**config.mk**
```make
export PLATFORM = sky130hd
export DESIGN_NAME = shift40_readout_ctrl
export DESIGN_NICKNAME = d
export VERILOG_FILES = /design/src/rtl/shift40_readout_ctrl.sv
export SDC_FILE = /design/constraint.sdc
export NUM_CORES = 1
export LEC_CHECK = 0
export BUFFER_PORTS_ARGS = -buffer_cell sky130_fd_sc_hd__buf_2
export CORE_MARGIN = 4
export CORE_UTILIZATION = 55
export DETAILED_ROUTE_END_ITERATION = 8
export GPL_TIMING_DRIVEN = 0
export PLACE_DENSITY = 0.78
export SKIP_CTS_REPAIR_TIMING = 1
export SYNTH_ARGS = -nofsm -noshare
export SYNTH_HDL_FRONTEND = slang
export SYNTH_SLANG_ARGS = --single-unit
export TNS_END_PERCENT = 50
```
**constraint.sdc**
```tcl
create_clock -name clk -period 4 [get_ports clk]
set_input_delay 0.8 -clock clk [delete_from_list [all_inputs] [get_ports clk]]
set_output_delay 0.8 -clock clk [all_outputs]
set_load 0.05 [all_outputs]
```
**src/rtl/shift40_readout_ctrl.sv**
```systemverilog
// shift40_readout_ctrl
// Sequencer for the 41-bit serial TDC readout chain. It generates sclk/sen,
// shifts sda in MSB-first, checks the marker bit and presents {addr, data}
// on a valid/ready port. It supports single, counted or continuous readout.
// Frame layout: bit0 = marker, bits[32:1] = data, bits[40:33] = addr.
// Optional address filter: define SHIFT40_ADDR_FILTER_EN to add the
// addr_match/addr_mask inputs.
`timescale 1ns/1ps
module shift40_readout_ctrl #(
    parameter int FRAME_BITS = 41,
    parameter int CLK_DIV    = 4,
    parameter int CNT_W      = 16
) (
    input  logic             clk,
    input  logic             rst,
    input  logic             start,
    input  logic             stop,
    input  logic [CNT_W-1:0] nframes,
    input  logic             sda,
    output logic             sclk,
    output logic             sen,
    output logic             busy,
    output logic [31:0]      out_data,
    output logic [7:0]       out_addr,
    output logic             out_valid,
    input  logic             out_ready,
`ifdef SHIFT40_ADDR_FILTER_EN
    input  logic [7:0]       addr_match,
    input  logic [7:0]       addr_mask,
`endif
    output logic             marker_err,
    output logic [CNT_W-1:0] good_cnt
);

    localparam int DIV_W = (CLK_DIV > 1) ? $clog2(CLK_DIV) : 1;
    localparam int BIT_W = $clog2(FRAME_BITS + 1);

    typedef enum logic [1:0] {IDLE, SHIFT, CHECK, HOLD} state_t;

    state_t                state, state_d;
    logic [FRAME_BITS-1:0] shreg;
    logic [DIV_W-1:0]      div_cnt;
    logic [BIT_W-1:0]      bit_cnt;
    logic [CNT_W-1:0]      remaining;
    logic                  continuous;
    logic                  stop_seen;

    logic div_last;
    logic shift_done;
    logic addr_ok;
    logic deliver;
    logic last_frame;
    logic frame_done;

    assign div_last   = (div_cnt == DIV_W'(CLK_DIV - 1));
    // The frame ends on the fall that follows the last rising edge.
    assign shift_done = div_last && sclk && (bit_cnt == BIT_W'(FRAME_BITS));

`ifdef SHIFT40_ADDR_FILTER_EN
    assign addr_ok = ((shreg[40:33] & addr_mask) == (addr_match & addr_mask));
`else
    assign addr_ok = 1'b1;
`endif

    assign deliver    = shreg[0] && addr_ok;
    // A stop raised on the exit cycle itself still ends the readout.
    assign last_frame = stop_seen || stop || (!continuous && (remaining == CNT_W'(1)));
    // Exit points that hand over to the next-frame decision.
    assign frame_done = ((state == CHECK) && !deliver) || ((state == HOLD) && out_ready);

    // State register.
    always_ff @(posedge clk) begin
        if (rst) begin
            state <= IDLE;
        end else begin
            state <= state_d;
        end
    end

    // Next-state logic, including the next-frame decision at CHECK/HOLD exit.
    always_comb begin
        // NOTE: default assignment first so no path through the case infers a latch.
        state_d = state;
        case (state)
            IDLE:    if (start) state_d = SHIFT;
            SHIFT:   if (shift_done) state_d = CHECK;
            CHECK:   if (deliver) state_d = HOLD;
                     else state_d = last_frame ? IDLE : SHIFT;
            HOLD:    if (out_ready) state_d = last_frame ? IDLE : SHIFT;
            default: state_d = IDLE;
        endcase
    end

    // Output decode: the chain is only enabled while shifting.
    always_comb begin
        sen  = (state == SHIFT);
        busy = (state != IDLE);
    end

    // Datapath: clock divider, shift register, frame counters and output port.
    always_ff @(posedge clk) begin
        if (rst) begin
            shreg      <= '0;
            div_cnt    <= '0;
            bit_cnt    <= '0;
            remaining  <= '0;
            continuous <= 1'b0;
            stop_seen  <= 1'b0;
            sclk       <= 1'b0;
            out_data   <= '0;
            out_addr   <= '0;
            out_valid  <= 1'b0;
            marker_err <= 1'b0;
            good_cnt   <= '0;
        end else begin
            // NOTE: non-blocking throughout so every register sees pre-edge values.
            marker_err <= 1'b0;

            // Stop is sticky for the whole readout; start+stop reads one frame.
            if (state == IDLE) begin
                stop_seen <= start && stop;
            end else begin
                stop_seen <= stop_seen || stop;
            end

            case (state)
                IDLE: begin
                    if (start) begin
                        remaining  <= nframes;
                        continuous <= (nframes == '0);
                        good_cnt   <= '0;
                        div_cnt    <= '0;
                        bit_cnt    <= '0;
                        sclk       <= 1'b0;
                    end
                end
                SHIFT: begin
                    if (div_last) begin
                        div_cnt <= '0;
                        if (!sclk) begin
                            // sda is sampled on the same edge that raises sclk.
                            sclk    <= 1'b1;
                            shreg   <= {shreg[FRAME_BITS-2:0], sda};
                            bit_cnt <= bit_cnt + BIT_W'(1);
                        end else begin
                            sclk <= 1'b0;
                        end
                    end else begin
                        div_cnt <= div_cnt + DIV_W'(1);
                    end
                end
                CHECK: begin
                    if (deliver) begin
                        out_data  <= shreg[32:1];
                        out_addr  <= shreg[40:33];
                        out_valid <= 1'b1;
                        good_cnt  <= good_cnt + CNT_W'(1);
                    end else if (!shreg[0]) begin
                        marker_err <= 1'b1;
                    end
                end
                HOLD: begin
                    if (out_ready) begin
                        out_valid <= 1'b0;
                    end
                end
                default: ;
            endcase

            // Every frame, delivered or dropped, counts against nframes.
            if (frame_done) begin
                div_cnt <= '0;
                bit_cnt <= '0;
                if (!last_frame && !continuous) begin
                    remaining <= remaining - CNT_W'(1);
                end
            end
        end
    end

endmodule

```
## Word-level counts from Yosys, hierarchy flattened

Index checks and enable logic that the tools add are counted.

- Div/mod/pow operators: 0
- Equality and inequality tests: 12
- $add $sub $neg: 4
- Reduce and logical (&&, ||, !) cells: 30
- Multiplexer cells: 29
- Shift-type cells: 0
- $lt $le $gt $ge: 0
- Bitwise logic cells: 2
- Multipliers: 0

Operators by type and width:

| cell | number |
|---|---|
| $mux W16 | 6 |
| $pmux W16 S2 | 1 |
| $mux W6 | 3 |
| $add A16 B1 Y16 const B | 1 |
| $eq A16 B1 Y1 const B | 1 |
| $logic_not A16 Y1 | 1 |
| $sub A16 B1 Y16 const B | 1 |
| $reduce_and A3 Y1 | 5 |
| $mux W2 | 6 |
| $pmux W6 S2 | 1 |
| $mux W1 | 8 |
| $ne A2 B2 Y1 const B | 4 |
| $pmux W2 S4 | 1 |
| $reduce_bool A2 Y1 | 4 |
| $logic_and A1 B1 Y1 | 7 |
| $add A6 B1 Y6 const B | 1 |
| $eq A2 B2 Y1 const B | 3 |
| $eq A6 B6 Y1 const B | 1 |
| $reduce_and A2 Y1 | 3 |
| $ne A2 B1 Y1 const B | 2 |
| $pmux W1 S2 | 2 |
| $pmux W2 S2 | 1 |
| $reduce_and A4 Y1 | 1 |
| $reduce_or A2 Y1 | 2 |
| 6 further kinds | 11 |

- Memory bits (read-only): 0
- RAM bits: 0
- Memories kept: 0
- Latch bits: 0
- Register bits after elaboration: 128
- Output and inout bits: 61
- Bits of input ports: 22

## Depth between registers and ports, before layout

Gate-level depths: netlist (run 1).

- Depth after elaboration: 7
- Mapped depth: 8

## Worst setup path after synthesis (run 1)

No wires, ideal clock.

- Kind: register to register
- Start: register good_cnt[0]
- End: register good_cnt[14]
- Library setup time: 0.060 ns
- Cell stages (with the launch flop): 7
- Path slack: 1.745 ns
- Buffers on the path: 0
- Arrival: 2.195 ns
- Path through: dfxtp_1 ha_1 nand3_1 nor3_1 nand4_1 or4_1 nand2_1

- Cells in the longest elaborated chain, start to end: 3

Ends and longest elaborated chain:

| item | RTL line | RTL |
|---|---|---|
| from (decl) | 32 | `output logic [CNT_W-1:0] good_cnt` |
| from (signal assigned) | 157 | `good_cnt <= good_cnt + CNT_W'(1);` |
| $add A16 B1 Y16 | 157 |  |
| $mux W16 | 153 | `if (deliver) begin` |
| $pmux W16 S2 | 126 | `case (state)` |

Every way passes these cells. The select of a mux whose other input is x is not followed.
A chain may end at the register's enable or synchronous reset.

## Worst setup path after layout (run 1)

- Start: register state[0]
- End: output sen

- Cells in the longest elaborated chain, start to end: 1

Ends and longest elaborated chain:

| item | RTL line | RTL |
|---|---|---|
| from (decl) | 40 | `state_t state, state_d;` |
| from (signal assigned) | 76 | `state <= state_d;` |
| $eq A2 B1 Y1 | 96 | `sen = (state == SHIFT);` |
| to (decl) | 21 | `output logic sen,` |

Every way passes these cells.

==> qor.csv, run 1 <==
stage,metric,value,unit
logic_synthesis,post-synth-top-count-cell,nand2_1,
setup_path,critical_path.endpoint_type,primary output,
logic_synthesis,fraction_of_the_mapped_netlist_area_in_adder_cells,0.0143,
placement,dp.final_hpwl,9130,µm
drt,drt-vias-per-instance,5.54,
floorplan,floorplan.initialDensity,0.567,
grt,grt_antenna_before_repair,0,
drt,dr.first_iter.drc_count,237,
placement,place_congestion,0.908,
setup_path,timing.critical_path.from,state[0],
logic_synthesis,yosysTopAreaCell,dfxtp_1,
job,max_cap_viol_count,0,
clock_network,cts-htree-levels,4,
logic_synthesis,synth.yosys.seq_area_share,0.489,
layout,synthToLayoutAreaGrowth,22.4,%
sta,post-route-min-period,2.29,ns
logic_synthesis,largest_family_of_logic_cells_by_synthesized_area,simple AND/OR/NAND/NOR gates,
grt,gr-total-overflow,0,
clock_network,clock_sinks,128,
floorplan,die_width,106,µm
logic_synthesis,yosysWarningCount,0,
logic_synthesis,postSynth.asyncResetShare,0,
logic_synthesis,synth_flop_cell,dfxtp_1,
logic_synthesis,synth_edf_count,0,
layout,post_route_cells_drive_above_1_share,0.161,
logic_synthesis,ys_ff_latch,128,
logic_synthesis,synthSimpleGateAreaFrac,0.279,
layout,layout.nets,794,
drt,number_of_routed_nets_with_antenna_violations,0,
pwr,peakVddDrop,0.351,mV
grt,global_route.usage.total,0.246,
setup_path,worst-endpoint-arrival,1.49,ns
floorplan,core-area,9240,µm²
setup_path,worst-endpoint-required,3.20,ns
setup_path,startpoint_type,flip-flop,
setup_path,critical_path_peak_fanout,6,
layout,area.sequential,2560,µm²
logic_synthesis,synth_top_area_frac,0.489,
hold_path,hold_start,out_data[18],
pwr,leakage,0.00240,µW
grt,grt_max_degree,17,
floorplan,die_height,106,µm
layout,antennaDiodeCount,0,
logic_synthesis,synthesis.area_per_instance,7.87,µm²
sta,hold_violations,0,
sta,timing_max_transition_violations_final,0,
drt,wire_per_inst,14.5,µm
placement,port-buffer-count,82,
drt,via_count,5023,
clock_network,cts_root_buffer,clkbuf_8,
drt,totalWireLength,13200,µm
logic_synthesis,post_synth_inst_count,665,
grt,grt_first_pass_wirelength,22300,µm
logic_synthesis,synth_xor_xnor_area_share,0.0151,
layout,final.fill_count,776,
grt,first_global_vias,4923,
logic_synthesis,synth.top_cells.by_count,"199 x nand2_1, 128 x dfxtp_1, 106 x a21oi_1",
sta,final.setup_skew,0.00956,ns
pwr,power_per_cell_area,474,nW/µm²
sta,final_layout_setup_total_negative_slack,0,ns
logic_synthesis,synth.area.top_cells,"dfxtp_1 49%, nand2_1 14%, a21oi_1 10%, nor2_1 3.1%, clkbuf_1 2.6%",
clock_network,clkTransAtPathRegs,0.06,ns
clock_network,tritoncts,yes,
sta,setup_viol,0,
clock_network,insertion_delay,0.54,ns
placement,post-place-ws,1.51,ns
setup_path,timing.rr.start,remaining[0],
sta,setup_repair_after_global_routing_missed_its_margin,no,
clock_network,cts-buffers-inserted,17,
logic_synthesis,syn-num-nets,693,
floorplan,placement_rows,35,
logic_synthesis,post_synthesis_cell_area,5240,µm²
logic_synthesis,synth_mux_area_frac,0,
sta,fin_crit_sh,0.573,
sta,slew_of_the_pin_with_the_lowest_slew_margin,0.902,ns
floorplan,boundaryPins,83,
hold_path,type_of_the_most_critical_hold_path,flip-flop to flip-flop,
setup_path,type_of_the_setup_path_with_the_least_slack,flip-flop to primary output,
clock_network,cts.path.max_buffers,2,
drt,drt-pass1-iter-count,5,
sta,slew_headroom,0.397,
sta,worst_slack,1.71,ns
logic_synthesis,area_fraction_in_compound_gates_after_synthesis,0.169,
logic_synthesis,synthDistinctLibCells,51,
floorplan,die-area,11100,µm²
sta,fmaxAchievable,436,MHz
drt,detail_route.drc_violations,0,
layout,multi_input_gate_area,2500,µm²
outcome,status,"complete, no violations",
## report_power, final
| part | internal (µW) | switching [µW] |
|---|---|---|
| Combinational | 49.9 | 97.1 |
| Sequential | 1290 | 17.9 |
| Clock | 1020 | 557 |
## layer usage
layer / global-route usage / vias up / wire length, µm
met5: 0 / - / 0
met2: 0.416 / 155 / 6520
li1: - / 2487 / -
met4: 0.107 / 0 / 311
met3: 0.0661 / 32 / 798
met1: 0.292 / 2349 / 5550
## stage by stage
step	instances	utilization	cell area (µm²)	total power, µW	hold slack [ns]
3_3_place_gp	876	0.628	5810	1470	0.441
4_1_cts	907	0.693	6410	3050	0.452
5_1_grt	907	0.693	6410	3130	0.465
3_5_place_dp	876	0.628	5810	1480	0.447
6_report	907	0.693	6410	3030	0.451
2_1_floorplan	665	-	5240	1430	0.432
## worst max-delay path, stage by stage, from the launching register on
cell      delay [ns]
dfxtp_1         0.40
nand2b_1        0.16
inv_1           0.12
buf_2           0.28
## path summary, 6_finish.rpt
| check | to | slack, ns | cells past startpoint |
|---|---|---|---|
| setup / recovery | sen | 1.71 | 3 |
| hold / removal | out_data[18] | 0.45 | 2 |
| setup reg to reg | remaining[12] | 1.71 | 7 |
| hold reg to reg | out_data[18] | 0.45 | 2 |
## state kept, by name, indices dropped and copies added (netlist names), 2 cells and up
register	flops
state	2
out_data	32
out_addr	8
div_cnt	2
remaining	16
shreg	41
bit_cnt	6
good_cnt	16
## placed cells by master (no fill, tap or decap), types with 12 or more instances in the layout
cell       instances
buf_2             83
a21oi_1          106
dfxtp_1          128
clkbuf_1          39
nand3_1           13
clkbuf_16         16
nand2_1          199
nor2_1            43
nor4_1            12
## cells by family after synthesis
kind of cell	Yosys count
buffers and inverters	44
DFF	128
AOI/OAI and AO/OA	153
xor gates and xnor gates	9
and+or+nand+nor	325
adders and majority gates	6
## cell type report
class                   instances  share of cell area
repair buffers                 82              0.0641
clock buffers                  21              0.0685
well taps                     129              0.0252
clock inverters                10              0.0252
plain buffers                  38              0.0236
flip-flops and latches        128               0.400
inverters                       6             0.00351
multi-input cells             493               0.390
Power figures use the tool's default switching activity.
==> inputs of run 2 (changes only) <==
- CORE_UTILIZATION: 55 -> 51
- PLACE_DENSITY: 0.78 -> 0.76
- clock period: 4 -> 2.1 ns (I/O delays scaled with it)
==> qor.csv, run 2 (synthesis gave the netlist of run 1 again) <==
stage,metric,value,unit,change
sta,fin_crit_sh,0.979,,
setup_path,type_of_the_setup_path_with_the_least_slack,flip-flop to flip-flop,,
setup_path,worst-endpoint-required,2.55,ns,-0.65 ns
sta,setup_viol,0,,unchanged
sta,final.setup_skew,0.00712,ns,-0.00243 ns
grt,grt_first_pass_wirelength,22000,µm,-1.2%
floorplan,boundaryPins,83,,unchanged
hold_path,hold_start,sda,,
setup_path,worst_path_max_delay_cell,o41a_1,,
setup_path,timing.rr.start,remaining[0],,
placement,place_congestion,0.935,,+3.0%
drt,wire_per_inst,15.3,µm,+5.0%
layout,multi_input_gate_area,2560,µm²,+2.7%
setup_path,timing.critical_path.from,remaining[0],,
setup_path,worstRegToRegCells,7,,unchanged
layout,final.fill_count,820,,+5.7%
pwr,power_internal,4410,µW,+87%
layout,fin_util,0.665,,-0.0283
grt,first_global_vias,4801,,-2.5%
sta,timing_max_transition_violations_final,0,,unchanged
clock_network,cts-htree-levels,4,,unchanged
layout,stdcell_area,6560,µm²,+2.4%
setup_path,r2r_end,remaining[14],,
setup_path,worst-endpoint-arrival,2.50,ns,+1.01 ns
pwr,leakage,0.00248,µW,+3.2%
pwr,power_per_cell_area,889,nW/µm²,+88%
clock_network,cts-buffers-inserted,17,,unchanged
hold_path,type_of_the_most_critical_hold_path,input port to flip-flop,,
setup_path,r2r_slack,0.04,ns,-1.66 ns
grt,grt_antenna_before_repair,0,,unchanged
sta,slew_of_the_pin_with_the_lowest_slew_margin,0.760,ns,-0.141 ns
sta,hold_violations,0,,unchanged
setup_path,critical_path.endpoint_type,flip-flop,,
grt,grt_max_degree,17,,unchanged
floorplan,placement_rows,36,,+2.9%
layout,most_common_library_cell_in_the_layout_ignoring_fill_and_taps,nand2_1,,
layout,reg_top3,"shreg x41, out_data x32",,
clock_network,clock_sinks,128,,unchanged
clock_network,cts_root_buffer,clkbuf_8,,
pwr,swShare,0.244,,+0.0221
layout,layout.nets,802,,+1.0%
floorplan,die-area,11900,µm²,+7.2%
setup_path,worst_path_largest_cell_delay,0.41,ns,about the same
grt,global_route.usage.total,0.234,,-0.0119
clock_network,insertion_delay,0.52,ns,-0.02 ns
pwr,total_switching_power,1420,µW,+110%
layout,post_route_cells_drive_above_1_share,0.196,,+0.0350
floorplan,die_width,109,µm,+3.6%
pwr,peakVddDrop,0.767,mV,+120%
pwr,seqPwrFrac,0.428,,-0.003
floorplan,floorplan.initialDensity,0.531,,-0.0359
sta,slew_headroom,0.489,,+0.0918
pwr,pwr-share-comb,0.054,,+0.006
placement,post-place-ws,-0.0661,ns,-1.58 ns
pwr,clock_share_of_power,0.518,,-0.003
layout,most-common-layout-cells,"199 x nand2_1, 124 x dfxtp_1, 106 x a21oi_1",,
clock_network,cts.path.max_buffers,2,,unchanged
drt,number_of_routed_nets_with_antenna_violations,0,,unchanged
floorplan,die_height,109,µm,+3.6%
drt,via_count,5216,,+3.8%
clock_network,clkTransAtPathRegs,0.06,ns,about the same
placement,port-buffer-count,82,,unchanged
outcome,status,"complete, no violations",,
layout,antennaDiodeCount,0,,unchanged
placement,dp.final_hpwl,9310,µm,+2.0%
drt,dr.first_iter.drc_count,411,,+73%
sta,worst_slack,0.0441,ns,-1.66 ns
setup_path,cp_cell_sequence,inv_4 -> ha_4 -> or3b_4 -> nor4_4 -> nand4_1 -> o41a_1 -> o21ai_1,,
sta,fmaxAchievable,486,MHz,
layout,final_cell_count_no_fill,920,,+1.4%
pwr,totalPowerFinal,5830,µW,+92%
layout,area.sequential,2570,µm²,+0.29%
drt,drt-pass1-iter-count,5,,unchanged
setup_path,endpoint,remaining[14],,
layout,synthToLayoutAreaGrowth,25.3,%,
layout,largest_register_ff_count,41,,unchanged
drt,totalWireLength,14000,µm,+6.5%
placement,placed_cells,880,,+0.46%
sta,setup_repair_after_global_routing_missed_its_margin,yes,,
job,max_cap_viol_count,0,,unchanged
drt,detail_route.drc_violations,0,,unchanged
grt,gr-total-overflow,0,,unchanged
setup_path,critical_path_peak_fanout,6,,unchanged
sta,post-route-min-period,2.06,ns,
floorplan,core-area,9860,µm²,+6.8%
drt,drt-vias-per-instance,5.67,,+2.4%
layout,max_flop_register,shreg,,
placement,placed_area,5810,µm²,+0.13%
clock_network,tritoncts,yes,,
setup_path,startpoint_type,flip-flop,,
## run 2: through the flow
stage | hold slack (ns) | setup TNS [ns]
6_report | 0.152 | 0
5_1_grt | 0.152 | -0.144
4_1_cts | 0.142 | -0.475
3_5_place_dp | 0.445 | -0.186
3_3_place_gp | 0.443 | -0.0697
2_1_floorplan | 0.432 | 0
## run 2: power by group through the flow
stage / Combinational, µW / Clock, µW / Sequential [µW]
finish: 314 / 3020 / 2490
CTS: 280 / 3050 / 2490
floorplan: 190 / 0 / 2530
global placement: 268 / 0 / 2540
global route: 342 / 3170 / 2490
detailed placement: 278 / 0 / 2540
## run 2: worst min path at each step
| stage | to | slack, ns | cells after the start |
|---|---|---|---|
| floorplan | out_addr[7] | 0.43 | 2 |
| global placement | out_data[15] | 0.44 | 2 |
| detailed placement | out_addr[3] | 0.45 | 2 |
| CTS | shreg[0] | 0.14 | 3 |
| global route | shreg[0] | 0.15 | 3 |
| finish | shreg[0] | 0.15 | 3 |
## run 2: cell type report
class                      count  area share
clock inverter                15      0.0297
buffer                        38      0.0236
inverter                       6     0.00381
tap                          133      0.0254
multi-input combinational    493       0.391
timing repair buffer          90      0.0717
clock buffer                  17      0.0631
sequential                   128       0.392
## run 2: routing by layer
layer,global-route usage,vias up,wire length (µm)
li1,-,2509,-
met1,0.281,2482,5750
met2,0.396,186,6930
met3,0.0646,39,978
met4,0.0944,0,376
met5,0,-,0
## run 2: critical path: cells and delay by family (launching register included)
family / cells / cell delay [ns]
AO/OA/AOI/OAI: 2 / 0.53
adder cells (fa/ha/maj): 1 / 0.12
buffers and inverters: 1 / 0.07
flip-flops: 1 / 0.37
AND/OR/NAND/NOR: 3 / 0.88
==> inputs of run 3 (changes only) <==
- CORE_UTILIZATION: 51 -> 40
- CTS_CLUSTER_SIZE: unset -> 24
- PLACE_DENSITY: 0.76 -> 0.61
==> qor.csv, run 3 (synthesis gave the netlist of run 1 again) <==
stage,metric,value,unit,change
clock_network,cts.path.max_buffers,2,,unchanged
drt,drt-pass1-iter-count,6,,+1
drt,drt-vias-per-instance,5.26,,-7.3%
layout,post_route_cells_drive_above_1_share,0.197,,+0.00177
sta,timing.hold.ws,0.259,ns,+0.108 ns
layout,max_flop_register,shreg,,
grt,grt_max_degree,17,,unchanged
grt,grt_antenna_before_repair,0,,unchanged
setup_path,cp_cell_sequence,inv_4 -> ha_4 -> or3b_4 -> nor4_4 -> nand4_1 -> o41a_1 -> o21ai_1,,
placement,dp.final_hpwl,9820,µm,+5.5%
pwr,peakVddDrop,0.515,mV,-33%
layout,largest_register_ff_count,41,,unchanged
placement,place_congestion,0.859,,-8.2%
floorplan,die_width,122,µm,+12%
sta,setup_repair_after_global_routing_missed_its_margin,yes,,
setup_path,worst_path_largest_cell_delay,0.42,ns,about the same
floorplan,boundaryPins,83,,unchanged
drt,detail_route.drc_violations,0,,unchanged
sta,final.setup_skew,0.00732,ns,+0.000197 ns
sta,post-route-min-period,2.07,ns,+0.0173 ns
clock_network,cts-buffers-inserted,17,,unchanged
drt,number_of_routed_nets_with_antenna_violations,0,,unchanged
layout,synthToLayoutAreaGrowth,26.0,%,
floorplan,core-area,12700,µm²,+29%
job,max_cap_viol_count,0,,unchanged
clock_network,insertion_delay,0.42,ns,-0.10 ns
clock_network,clock_sinks,128,,unchanged
sta,fin_crit_sh,0.987,,+0.00823
setup_path,critical_path_peak_fanout,6,,unchanged
drt,wire_per_inst,14.5,µm,-5.0%
setup_path,worst_path_max_delay_cell,o41a_1,,
setup_path,type_of_the_setup_path_with_the_least_slack,flip-flop to flip-flop,,
clock_network,cts_root_buffer,clkbuf_16,,
sta,timing_max_transition_violations_final,0,,unchanged
clock_network,tritoncts,yes,,
drt,dr.first_iter.drc_count,487,,+18%
layout,most-common-layout-cells,"199 x nand2_1, 124 x dfxtp_1, 106 x a21oi_1",,
floorplan,die_height,122,µm,+12%
clock_network,clkTransAtPathRegs,0.06,ns,about the same
layout,most_common_library_cell_in_the_layout_ignoring_fill_and_taps,nand2_1,,
sta,hold_violations,0,,unchanged
setup_path,worst-endpoint-arrival,2.42,ns,-0.08 ns
clock_network,cts-htree-levels,4,,unchanged
pwr,power_per_cell_area,871,nW/µm²,-2.0%
grt,grt_first_pass_wirelength,22200,µm,+0.75%
outcome,status,"complete, no violations",,
sta,fmaxAchievable,482,MHz,-0.83%
setup_path,critical_path.endpoint_type,flip-flop,,
sta,setup_viol,0,,unchanged
drt,via_count,5032,,-3.5%
layout,layout.nets,800,,-0.25%
grt,global_route.usage.total,0.187,,-0.0469
layout,reg_top3,"shreg x41, out_data x32",,
layout,antennaDiodeCount,0,,unchanged
pwr,leakage,0.00246,µW,-0.88%
grt,gr-total-overflow,0,,unchanged
hold_path,type_of_the_most_critical_hold_path,input port to flip-flop,,
sta,final_layout_setup_total_negative_slack,0,ns,unchanged
layout,final.fill_count,1250,,+52%
drt,totalWireLength,13900,µm,-1.2%
setup_path,path_buf_inv,1,,unchanged
floorplan,placement_rows,41,,+14%
grt,first_global_vias,4567,,-4.9%
floorplan,die-area,15000,µm²,+25%
sta,slew_of_the_pin_with_the_lowest_slew_margin,0.709,ns,-0.0515 ns
sta,slew_headroom,0.528,,+0.0390
setup_path,crit_family,simple AND/OR/NAND/NOR gates,,
setup_path,worst-endpoint-required,2.44,ns,-0.11 ns
floorplan,floorplan.initialDensity,0.411,,-0.119
placement,port-buffer-count,82,,unchanged
setup_path,startpoint_type,flip-flop,,
==> run 3: through the flow <==
stage / setup slack (ns) / total power, µW / util / cells / instance area (µm²)
6_report: 0.0268 / 5750 / 0.519 / 957 / 6600
5_1_grt: -0.0519 / 5930 / 0.519 / 957 / 6600
4_1_cts: -0.214 / 5770 / 0.508 / 951 / 6460
3_5_place_dp: -0.191 / 2820 / 0.461 / 919 / 5860
3_3_place_gp: -0.165 / 2820 / 0.461 / 919 / 5860
2_1_floorplan: 0.0338 / 2720 / - / 665 / 5240
==> run 3: where the power goes <==
| part | switching (µW) | internal, µW | total [µW] | leakage [µW] |
|---|---|---|---|---|
| registers | 39.9 | 2450 | 2490 | 0.00104 |
| clock network | 1100 | 1840 | 2940 | 0.000289 |
| logic | 197 | 113 | 310 | 0.00113 |
| total | 1330 | 4410 | 5750 | 0.00246 |
==> run 3: per-layer routing <==
metal,global-route usage,vias up,wire [µm]
li1,-,2517,-
met1,0.233,2365,6290
met2,0.314,135,6590
met3,0.0502,15,815
met4,0.0595,0,178
met5,0,-,0
==> run 3: area by class of cell <==
cell class	instances	area, µm²	share of cell area
Multi-Input combinational cell	493	2570	0.390
Sequential cell	128	2570	0.390
Clock buffer	20	467	0.0707
Timing Repair Buffer	88	455	0.0690
Tap cell	172	215	0.0326
Buffer	38	158	0.0239
Clock inverter	12	133	0.0201
Inverter	6	25.0	0.00379
==> run 3: worst min-delay path, stage by stage <==
cell and delay (ns):
buf_2 0.11, nand2_1 0.05, a21oi_1 0.05
==> run 3: worst paths after layout <==
check / start / endpoint / slack, ns / cells after the start
max: remaining[0] / remaining[14] / 0.03 / 7
min: sda / shreg[0] / 0.26 / 3
max reg2reg: remaining[0] / remaining[14] / 0.03 / 7
min reg2reg: out_addr[4] / out_addr[4] / 0.45 / 2
